File: src/rtl/vec3_package.sv
// Shared fixed-point format for vec3 components and the square-root unit.
package vec3_package;

    localparam int unsigned Vec3Width = 32;
    localparam int unsigned Vec3Fbits = 16;

    typedef enum logic [1:0] {
        StIdle,
        StCalc,
        StDone
    } sqrt_state_e;

    // One root bit is produced per two radicand bits.
    function automatic int unsigned sqrt_iter(input int unsigned width, input int unsigned fbits);
        return (width + fbits) / 2;
    endfunction

endpackage

File: src/rtl/fixed_sqrt.sv
// Fixed-point square root: restoring digit-by-digit, one root bit per cycle.
// Negative radicands run the full latency and report err with a zero result.
module fixed_sqrt
    import vec3_package::*;
#(
    parameter int unsigned WIDTH = Vec3Width,
    parameter int unsigned FBITS = Vec3Fbits
) (
    input  logic             clk,
    input  logic             rst,
    input  logic             start,
    input  logic [WIDTH-1:0] rad,
    output logic             busy,
    output logic             valid,
    output logic [WIDTH-1:0] root,
    output logic [WIDTH-1:0] rem,
    output logic             err
);

    localparam int unsigned NBits = WIDTH + FBITS;
    localparam int unsigned Iter  = sqrt_iter(WIDTH, FBITS);
    localparam int unsigned AccW  = WIDTH + FBITS / 2 + 2;
    localparam int unsigned CntW  = $clog2(Iter + 1);

    sqrt_state_e       state_q, state_d;
    logic [NBits-1:0]  rad_q;       // radicand, consumed two bits at a time from the top
    logic [AccW-1:0]   acc_q;       // partial remainder
    logic [Iter-1:0]   root_acc_q;  // partial root
    logic [CntW-1:0]   cnt_q;
    logic              neg_q;

    logic              accept;
    logic              last_step;
    logic [AccW-1:0]   acc_shift;
    logic [AccW-1:0]   trial;
    logic              fits;
    logic [AccW-1:0]   acc_next;
    logic [Iter-1:0]   root_next;

    assign accept    = start && (state_q == StIdle || state_q == StDone);
    assign last_step = (cnt_q == CntW'(1));

    // One restoring step: bring in two radicand bits, try subtracting 4*root+1.
    always_comb begin
        acc_shift = (acc_q << 2) | AccW'(rad_q[NBits-1 -: 2]);
        trial     = (AccW'(root_acc_q) << 2) | AccW'(1);
        fits      = (acc_shift >= trial);
        acc_next  = fits ? (acc_shift - trial) : acc_shift;
        root_next = (root_acc_q << 1) | Iter'(fits);
    end

    // State and datapath registers.
    always_ff @(posedge clk or posedge rst) begin
        if (rst) begin
            state_q    <= StIdle;
            rad_q      <= '0;
            acc_q      <= '0;
            root_acc_q <= '0;
            cnt_q      <= '0;
            neg_q      <= 1'b0;
            root       <= '0;
            rem        <= '0;
            err        <= 1'b0;
        end else begin
            state_q <= state_d;
            if (accept) begin
                rad_q      <= {rad, {FBITS{1'b0}}};
                acc_q      <= '0;
                root_acc_q <= '0;
                cnt_q      <= CntW'(Iter);
                neg_q      <= rad[WIDTH-1];
            end else if (state_q == StCalc) begin
                rad_q      <= rad_q << 2;
                acc_q      <= acc_next;
                root_acc_q <= root_next;
                cnt_q      <= cnt_q - CntW'(1);
                // Results load only on the edge that enters DONE.
                if (last_step) begin
                    root <= neg_q ? '0 : WIDTH'(root_next);
                    rem  <= neg_q ? '0 : WIDTH'(acc_next);
                    err  <= neg_q;
                end
            end
        end
    end

    // Next-state logic; start during CALC is ignored.
    always_comb begin
        state_d = state_q;
        unique case (state_q)
            StIdle:  if (start) state_d = StCalc;
            StCalc:  if (last_step) state_d = StDone;
            StDone:  state_d = start ? StCalc : StIdle;
            default: state_d = StIdle;
        endcase
    end

    // Status outputs decoded from state.
    always_comb begin
        busy  = (state_q == StCalc);
        valid = (state_q == StDone);
    end

endmodule

File: config.mk
export PLATFORM = sky130hd
export DESIGN_NAME = fixed_sqrt
export DESIGN_NICKNAME = d
export VERILOG_FILES = /design/src/rtl/vec3_package.sv /design/src/rtl/fixed_sqrt.sv
export SDC_FILE = /design/constraint.sdc
export NUM_CORES = 1
export LEC_CHECK = 0
export BUFFER_PORTS_ARGS = -buffer_cell sky130_fd_sc_hd__buf_2
export CAP_MARGIN = 40
export CORE_MARGIN = 1.5
export CORE_UTILIZATION = 40
export DETAILED_ROUTE_END_ITERATION = 6
export SLEW_MARGIN = 10
export SYNTH_ARGS = -nofsm -noshare
export SYNTH_HDL_FRONTEND = slang
export SYNTH_SLANG_ARGS = --single-unit
export TNS_END_PERCENT = 5
File: constraint.sdc
create_clock -name clk -period 5.6 [get_ports clk]
set_input_delay 0.28 -clock clk [delete_from_list [all_inputs] [get_ports clk]]
set_output_delay 0.28 -clock clk [all_outputs]
set_load 0.005 [all_outputs]
==> metrics, run 1 <==
die height=147.6 um; drt wl/cell=16.94 um; total gr overflow=0; Worst Setup SP=acc_q[24]$_DFFE_PP0P_; Final Max Tran Viols=0; Detailed Route Iter0 Violations=490; hpwl dp=14920 um; # resized after CTS=0; crit path cell chain=or4_4, or4_4, nor4_4, and3_2, nand3_2, nor2_1, a21oi_1, a22o_1; R2R Path Start=acc_q[24]$_DFFE_PP0P_; Final Hold Fails=0; PD cells=698.2 mW/mm2; drt total wl=21700 um; IO buf count=between 90 and 100; RR Endpoint=rem[17]$_DFFE_PP0P_; Sequential Power Share=0.314; Data arrival, critical path=3.80 ns; Std-Cell Rows=52; most used cell, CP=or4_4; delay-heaviest family, CP=simple AND/OR/NAND/NOR gates; Slew @ Worst Pin=0.8230 ns; share of layout cells above drive strength 1=0.1553; worst path required time=5.91 ns; Relative slew margins=0.4513; clock slew at reported path FFs=0.07 ns; number of flops mapped to enable cells by yosys=0; sequential cell area fraction in the yosys report=0.4815; clk buf depth=2; Switch Pwr=0.002974 W; power share of the clock group=0.180; Via density=5.397; total track usage=0.2075; overall power=0.006757 W; Final Critical Period=3.487 ns; top_reg_cell synth=dfrtp_1; FF+latch count, synth=around 160; WS Path Type=flip-flop to flip-flop; depth of the CTS H-tree=4; status=completed; first-pass iteration count of the detailed router=7; VDD IR max=just under 300 uV; Worst-Skew Late Latency=0.43 ns; Hold Path Sink=rad_q[37]$_DFFE_PP0P_; die area=between 0.02 and 0.025 mm2; # DRC=0; Power Internal=0.003783 W; Core Region=0.02036 mm2; Die W=147.6 um; hold path startpoint=rad[21]; Hold WS=roughly 0.055 ns; Slowest cell on crit path=nand3_2; Layout Area Growth over Synthesis=15.66%; largest net degree at the start of global routing=88; Max Fclk=about 290 MHz; asr flop ratio synth=1.000; total clock buffers created by CTS=17; clk sinks=roughly 160; initial core utilization=0.4109; vias in the first global route=around 6600; initial antenna violation count=0; Vias=6914; crit path capture type=flip-flop; Warnings, synthesis=0; Reg2Reg Depth=8; CTS tree=done; Comb power frac=0.506; Final Skew=0.01224 ns; startpoint types=flip-flop; unrepaired setup endpoints after global routing=false; final setup violation count=0; Fin Setup TNS=0 ns; Post-CTS Setup Inserts=0; RePlAce Congestion=0.8966; hold depth=3; Hold Path Class=input pin to flip-flop; Antenna Cells=0; antenna-violating nets left=0; Gate Count Post-Synth=927; I/O pin total=102; fin crit share=0.6226; CP Max Fanout=34; R2R Setup Slk=between 2 and 2.5 ns; Post-Syn Area per Cell=9.026 um2; sw frac=0.4401; nets@finish=around 1100; Unique masters post-synth=66; first-pass GRT wire length=35590 um; MaxCap Viol Count=0; Synth Cell Area=0.008367 mm2; Buf+Inv Stages, Crit Path=0; CTS root buf=clkbuf_16; leakage=4.412 nW; CP peak stage delay=0.63 ns
-- cell usage after synthesis (8+ instances only) --
master / number / area (um2)
nand4_1: 8 / 50.05
o21ai_0: 102 / 510.5
a22o_1: 19 / 166.4
dfrtp_1: 161 / 4029
xnor2_1: 17 / 148.9
nand2_1: 199 / 747.0
a22oi_1: 28 / 210.2
inv_1: 37 / 138.9
clkbuf_1: 40 / 150.1
o31ai_1: 27 / 202.7
a21oi_1: 44 / 220.2
nand3_1: 20 / 100.1
nor3_1: 16 / 80.08
a31oi_1: 10 / 62.56
nor2_1: 32 / 120.1
xor2_1: 13 / 113.9
buf_4: 9 / 67.56
ha_1: 28 / 350.3
-- placed cells by master (no fill, tap or decap), drive strengths merged, types with 8 or more instances in the layout --
cell type / n
nand2: 199
a31oi: 11
a22oi: 28
o21ai: 107
conb: 8
buf: 105
nor2: 32
ha: 28
a21oi: 44
clkbuf: 18
o31ai: 28
inv: 45
nor3: 16
a22o: 19
nand4: 8
xnor2: 17
nand3: 21
dfrtp: 161
xor2: 13
-- registers in the layout (all words and copies together), names as in the netlist --
register    flops
cnt_q           5
neg_q           1
rem            32
state_q         2
root           24
err             1
rad_q          32
root_acc_q     24
acc_q          40
-- cell type report --
class                           count  area (um2)
Clock buffer                       18       439.2
Clock inverter                     14       170.2
Fill cell                        1997       10690
Inverter                           38       147.6
Multi-Input combinational cell    674        3944
Sequential cell                   161        4029
Tap cell                          270       337.8
Timing Repair Buffer              106       609.3
-- worst min-delay path, cell delays in order --
cell and delay [ns]:
buf_2 0.07, a22oi_1 0.05, nand2_1 0.05
-- stage by stage --
stage / std cells / util / instance area [um2] / setup slack [ns]
floorplan: 934 / - / 8393 / 0.9717
global placement: 1245 / 0.4415 / 8991 / 2.260
detailed placement: 1248 / 0.4448 / 9057 / 2.166
CTS: 1281 / 0.4752 / 9677 / 2.134
global route: 1281 / 0.4752 / 9677 / 1.889
finish: 1281 / 0.4752 / 9677 / 2.113
-- how the worst max path moves through the flow --
stage / endpoint / slack, ns / cells past startpoint
floorplan: acc_q[0]$_DFFE_PP0P_ / 0.97 / 1
global placement: rem[10]$_DFFE_PP0P_ / 2.26 / 7
detailed placement: acc_q[10]$_DFFE_PP0P_ / 2.17 / 7
CTS: acc_q[5]$_DFFE_PP0P_ / 2.13 / 7
global route: acc_q[10]$_DFFE_PP0P_ / 1.89 / 9
finish: rem[17]$_DFFE_PP0P_ / 2.11 / 8
-- power groups by stage --
stage | Sequential (W) | Combinational, W | Clock (W)
2_1_floorplan | 0.00205 | 0.00251 | 0
3_3_place_gp | 0.00214 | 0.00334 | 0
3_5_place_dp | 0.00214 | 0.00340 | 0
4_1_cts | 0.00213 | 0.00341 | 0.00124
5_1_grt | 0.00220 | 0.00388 | 0.00128
6_report | 0.00212 | 0.00342 | 0.00121
-- cell families after synthesis --
| family | share of synthesized area |
|---|---|
| adder cells (fa/ha/maj) | 0.04187 |
| multiplexers | 0.004786 |
| buffers and inverters | 0.05204 |
| XOR/XNOR | 0.03140 |
| AO/OA/AOI/OAI | 0.2113 |
| AND/OR/NAND/NOR | 0.1766 |
| other | 0.0004482 |
| flip-flops | 0.4815 |
-- routing by layer --
metal | up-vias | GRT usage | wire length, um
li1 | 3392 | - | -
met1 | 3328 | 0.3087 | 10660
met2 | 173 | 0.3007 | 9386
met3 | 21 | 0.04321 | 1280
met4 | 0 | 0.06600 | 373
met5 | - | 0 | 0
-- repair_timing --
item	4_1_cts	5_1_grt
hold endpoints to repair	11	0
hold buffers	1	0
setup endpoints to repair	0	0
No activity file was read; power rests on OpenSTA's default activity.
==> run 2, diff against run 1 <==
ABC_AREA = 1   (was not set)
clock period = 3.3 ns   (was 5.6 ns; I/O delays follow)
==> run 2 against run 1 <==
The flow now finishes with violations (hold timing). Critical path type unchanged. Routed wire length grew 7.6%. Power grew 77%. Design area grew 9.2%. Synthesized area grew 6.1%.
==> metrics, run 2 <==
max reg flops=40; initial core utilization=0.4068; PD cells=between 1000 and 1500 mW/mm2; biggest regs=acc_q x40, rad_q x32, rem x32; Slowest cell on crit path=dfrtp_1; clock slew at reported path FFs=0.07 ns; Relative slew margins=0.4103; depth of the CTS H-tree=4; CTS hold repair buffers=32; post-route insts no fill=1585; Hold WS=-0.03101 ns; Post-synth top cells=nand2_1 (396), inv_1 (166), dfrtp_1 (161); die area=0.02310 mm2; most frequent cells in the layout=nand2_1 (395), inv_1 (164), dfrtp_1 (161); Final Max Tran Viols=0; Hold Path Class=input pin to asynchronous set/reset pin; status=complete, but fails checks; # resized after CTS=0; vias in the first global route=7954; Via density=between 4 and 5; leakage=5.372 nW; RePlAce Congestion=0.8984; worst path required time=3.62 ns; hpwl dp=16340 um; Warnings, synthesis=0; violated checks=hold timing; crit path capture type=flip-flop; nets@finish=1356; Placed Cells=1522; Synth Cell Area=0.008879 mm2; Buf+Inv Stages, Crit Path=1; largest net degree at the start of global routing=162; clk buf depth=2; CTS tree=done; initial antenna violation count=0; drt wl/cell=14.73 um; Die W=152.0 um; Max Fclk=385.8 MHz; sequential cell area fraction in the yosys report=0.4538; FF+latch count, synth=roughly 160; CTS root buf=clkbuf_16; die height=between 150 and 200 um; Post-Syn Area per Cell=7.518 um2; Data arrival, critical path=2.91 ns; count leader, synth=nand2_1; MaxCap Viol Count=0; Detailed Route Iter0 Violations=553; # DRC=0; Post-CTS Setup Inserts=0; Unique masters post-synth=41; asr flop ratio synth=1.000; startpoint types=flip-flop; Biggest register=acc_q; fin crit share=0.7854; CP Max Fanout=42; WS Path Type=flip-flop to flip-flop; Final Hold Fails=4; most used cell, CP=nand2_1; ranking of synthesized cells by area=dfrtp_1 (45%), nand2_1 (17%), inv_1 (7.0%); antenna-violating nets left=0; Layout Area Growth over Synthesis=19.00%; final setup violation count=0; Synth area leader=dfrtp_1; total track usage=0.2121; total clock buffers created by CTS=17; Worst-Skew Late Latency=0.43 ns; Std-Cell Rows=54; first-pass iteration count of the detailed router=7; Yosys top cell area share=0.4538; number of flops mapped to enable cells by yosys=0; Final Util=0.4841; first-pass GRT wire length=39870 um; commonest non-fill, non-tap cell in the layout=nand2_1; VDD IR max=421.5 uV; clk sinks=161; delay-heaviest family, CP=simple AND/OR/NAND/NOR gates; Final Skew=0.009273 ns; Antenna Cells=0; CP peak stage delay=0.41 ns; Vias=roughly 8000; IO buf count=93; Core Region=0.02182 mm2; Slew @ Worst Pin=0.8846 ns; drt total wl=23350 um; share of layout cells above drive strength 1=0.1172; crit path cell chain=ha_1, nand2_1, nor2_1, nand2_1, nand2_1, nand2_1, nand2_1, nand2_1, nand3_2, buf_4, nand4_1, nand3_1, nand2_1; Final Critical Period=2.592 ns; I/O pin total=102; total gr overflow=0; Gate Count Post-Synth=1181; Fin Setup TNS=0 ns; unrepaired setup endpoints after global routing=false; top_reg_cell synth=dfrtp_1
-- run 2: cell types whose count changed after synthesis, moves of 26 or more --
cell	previous run	this run
o21ai_0	102	64
nor2_1	32	65
o31ai_1	27	1
o221ai_1	0	28
o22ai_1	1	29
a22oi_1	28	0
inv_1	37	166
nand2_1	199	396
nand3_1	20	84
-- run 2: final cells by class --
type                       count  area [um2]
clock buffer                  19       452.9
clock inverter                12       171.4
fill                        2192       11260
inverter                     169       638.1
multi-input combinational    808        3990
sequential                   161        4029
tap                          280       350.3
timing repair buffer         136       933.4
-- run 2: report_power, final --
group	leakage, nW	switching (W)	total (W)	internal [W]
Sequential	1.88	0.000471	0.00334	0.00287
Clock	0.301	0.000870	0.00212	0.00125
Combinational	3.19	0.00419	0.00652	0.00233
-- run 2: kinds of logic after synthesis --
family,after synthesis,synth area share
xor gates and xnor gates,19,0.01874
and+or+nand+nor,585,0.2733
AOI/OAI and AO/OA,168,0.1143
adders and majority gates,28,0.03946
DFF,161,0.4538
buffers and inverters,219,0.1001
other,1,0.0004224
-- run 2: routing by layer --
layer / vias to the layer above / global-route usage / share of wire
li1: 4004 / - / -
met1: 3661 / 0.2830 / 0.49
met2: 173 / 0.3488 / 0.46
met3: 35 / 0.03508 / 0.033
met4: 0 / 0.07536 / 0.023
met5: - / 0 / 0
-- run 2: worst min-delay path, cell delays in order --
cell        delay, ns
buf_2            0.11
clkinvlp_4       0.07
buf_12           0.56
-- run 2: final timing paths --
| check | start | end | slack [ns] | cells past startpoint |
|---|---|---|---|---|
| max in group asynchronous | rst | acc_q[16]$_DFFE_PP0P_ | 2.67 | 3 |
| worst max register to register | acc_q[0]$_DFFE_PP0P_ | rem[31]$_DFFE_PP0P_ | 0.71 | 13 |
| worst max-delay path | acc_q[0]$_DFFE_PP0P_ | rem[31]$_DFFE_PP0P_ | 0.71 | 13 |
| worst min-delay path | rst | rad_q[32]$_DFFE_PP0P_ | -0.03 | 3 |
| min in group clk | start | state_q[0]$_DFFE_PP0P_ | 0.19 | 3 |
| worst min register to register | rem[16]$_DFFE_PP0P_ | rem[16]$_DFFE_PP0P_ | 0.47 | 2 |
-- run 2: metrics by stage --
stage	setup slack, ns	cell area [um2]	power, W
floorplan	1.092	8909	0.008005
global placement	0.7204	9565	0.009764
detailed placement	0.7160	9620	0.009869
CTS	0.6828	10570	0.01206
global route	0.4400	10570	0.01314
finish	0.7083	10570	0.01198
==> run 3, diff against run 2 <==
ABC_AREA = 0   (was 1)
clock period = 2.19 ns   (was 3.3 ns; I/O delays follow)
==> run 3 against run 2 <==
The run ends with setup timing left. Sequential power is 61% higher. Global-route usage is 2.1 points higher. Design area grew 14%. Count of clock-buffer cells in the layout shrank 1. Clock power is 41% higher. Clock skew increased by 0.0030 ns. First-iteration DRC count decreased by 11%. Power increased by 86%. Highest routed layer unchanged.
==> metrics, run 3 (synthesis gave the netlist of run 1 again) <==
first-pass iteration count of the detailed router=5; final setup violation count=74; clock slew at reported path FFs=0.07 ns; fin crit share=1.259; status=complete, but fails checks; die area=around 0.022 mm2; leakage=between 5 and 6 nW; CTS root buf=clkbuf_16; Core Region=0.02036 mm2; Antenna Cells=0; Std-Cell Rows=52; Data arrival, critical path=3.08 ns; Final Hold Fails=0; vias in the first global route=7976; VDD IR max=approximately 860 uV; Final Critical Period=roughly 2.8 ns; MaxCap Viol Count=0; crit path capture type=flip-flop; total clock buffers created by CTS=17; depth of the CTS H-tree=4; Hold Path Class=input pin to asynchronous set/reset pin; initial antenna violation count=0; antenna-violating nets left=0; Final Skew=around 0.012 ns; unrepaired setup endpoints after global routing=true; drt total wl=24850 um; Max Fclk=around 360 MHz; nets@finish=roughly 1300; hpwl dp=about 17000 um; total track usage=0.2329; Final Util=0.5923; most frequent cells in the layout=buf_4 (198), nand2_1 (193), dfrtp_1 (161); Relative slew margins=0.4760; total gr overflow=0; IO buf count=93; worst path required time=2.51 ns; commonest non-fill, non-tap cell in the layout=buf_4; CP Max Fanout=6; startpoint types=flip-flop; Layout Area Growth over Synthesis=44.18%; clk buf depth=2; Slew @ Worst Pin=0.7860 ns; largest net degree at the start of global routing=57; clk sinks=161; overall power=0.02226 W; Worst Setup Slack, final=-0.5662 ns; die height=147.6 um; # DRC=0; Vias=roughly 8000; CTS tree=done; violated checks=setup timing; Worst-Skew Late Latency=0.44 ns; FF+latch area=~0.0040 mm2; first-pass GRT wire length=roughly 40000 um; WS Path Type=flip-flop to flip-flop; Detailed Route Iter0 Violations=between 400 and 500; share of layout cells above drive strength 1=0.3446; Die W=about 150 um; I/O pin total=102; R2R Path Start=acc_q[30]$_DFFE_PP0P_; Via density=5.265; Final Max Tran Viols=0; area occupied by multi-input gates=0.004464 mm2; biggest regs=acc_q x40, rad_q x32, rem x32; filler instances=1805; RePlAce Congestion=~0.90; Worst Setup SP=acc_q[30]$_DFFE_PP0P_; drt wl/cell=between 15 and 20 um; initial core utilization=0.4109; PD cells=around 1800 mW/mm2; max reg flops=40; Biggest register=acc_q
run 3: cell types whose count changed in the layout (fill, tap and decap cells not counted), sizes merged, moves of 10 or more:
cell | before | now
nand3 | 89 | 21
o21ai | 75 | 107
a22o | 0 | 19
a31oi | 1 | 11
inv | 174 | 43
nor2 | 67 | 32
a22oi | 0 | 28
nand2 | 398 | 199
buf | 104 | 303
o221ai | 28 | 0
a21oi | 24 | 44
o22ai | 29 | 1
o31ai | 1 | 28
run 3: power by group:
group	total, W	switching [W]	internal (W)
Combinational	0.0139	0.00691	0.00700
Sequential	0.00537	0.000968	0.00441
Clock	0.00299	0.00136	0.00163
Total	0.0223	0.00923	0.0130
run 3: final cells by class:
class,instances,share of cell area
multi-input combinational,675,0.3701
sequential,161,0.3340
timing repair buffer,336,0.2077
clock buffer,18,0.03641
tap,270,0.02801
inverter,38,0.01214
clock inverter,14,0.01172
run 3: layer usage:
layer	up-vias	part of all wire	global-route usage
li1	3854	-	-
met1	3875	0.47	0.3235
met2	196	0.47	0.3701
met3	35	0.044	0.03951
met4	0	0.019	0.07650
met5	-	0	0
run 3: critical path, cell delays in order (launching register included):
cell and delay, ns:
dfrtp_1 0.38, or4_1 0.51, or4_4 0.53, nor4_4 0.17, and3_4 0.29, a31oi_4 0.12
nor3b_4 0.18, and2_4 0.18, a221o_1 0.28
run 3: what timing repair did:
item	CTS	global route
endpoints found under the setup margin	74	74
hold endpoints to repair	133	0
resized for setup	72	66
buffers inserted	2	8
pin swaps	15	23
hold buffers	33	0
cloned	0	1
run 3: path summary, 6_finish.rpt:
path	end	slack, ns	cells after the start
worst min register to register	rem[9]$_DFFE_PP0P_	0.47	2
worst max register to register	acc_q[28]$_DFFE_PP0P_	-0.57	8
min in group clk	acc_q[34]$_DFFE_PP0P_	0.28	5
worst min-delay path	rem[4]$_DFFE_PP0P_	0.08	3
worst max-delay path	acc_q[28]$_DFFE_PP0P_	-0.57	8
max in group asynchronous	acc_q[21]$_DFFE_PP0P_	1.46	5
run 3: per-stage QoR:
step / cell area, um2 / setup slack [ns] / TNS [ns] / hold WS (ns) / cells
finish: 12060 / -0.5662 / -33.54 / 0.08053 / 1512
global route: 12060 / -0.6671 / -41.38 / 0.07719 / 1512
CTS: 11720 / -0.6034 / -37.38 / 0.06993 / 1503
detailed placement: 10560 / -0.6831 / -42.15 / -0.01047 / 1437
global placement: 10540 / -0.6494 / -39.53 / 0.3019 / 1436
floorplan: 8397 / -0.6508 / -34.81 / 0.2281 / 934
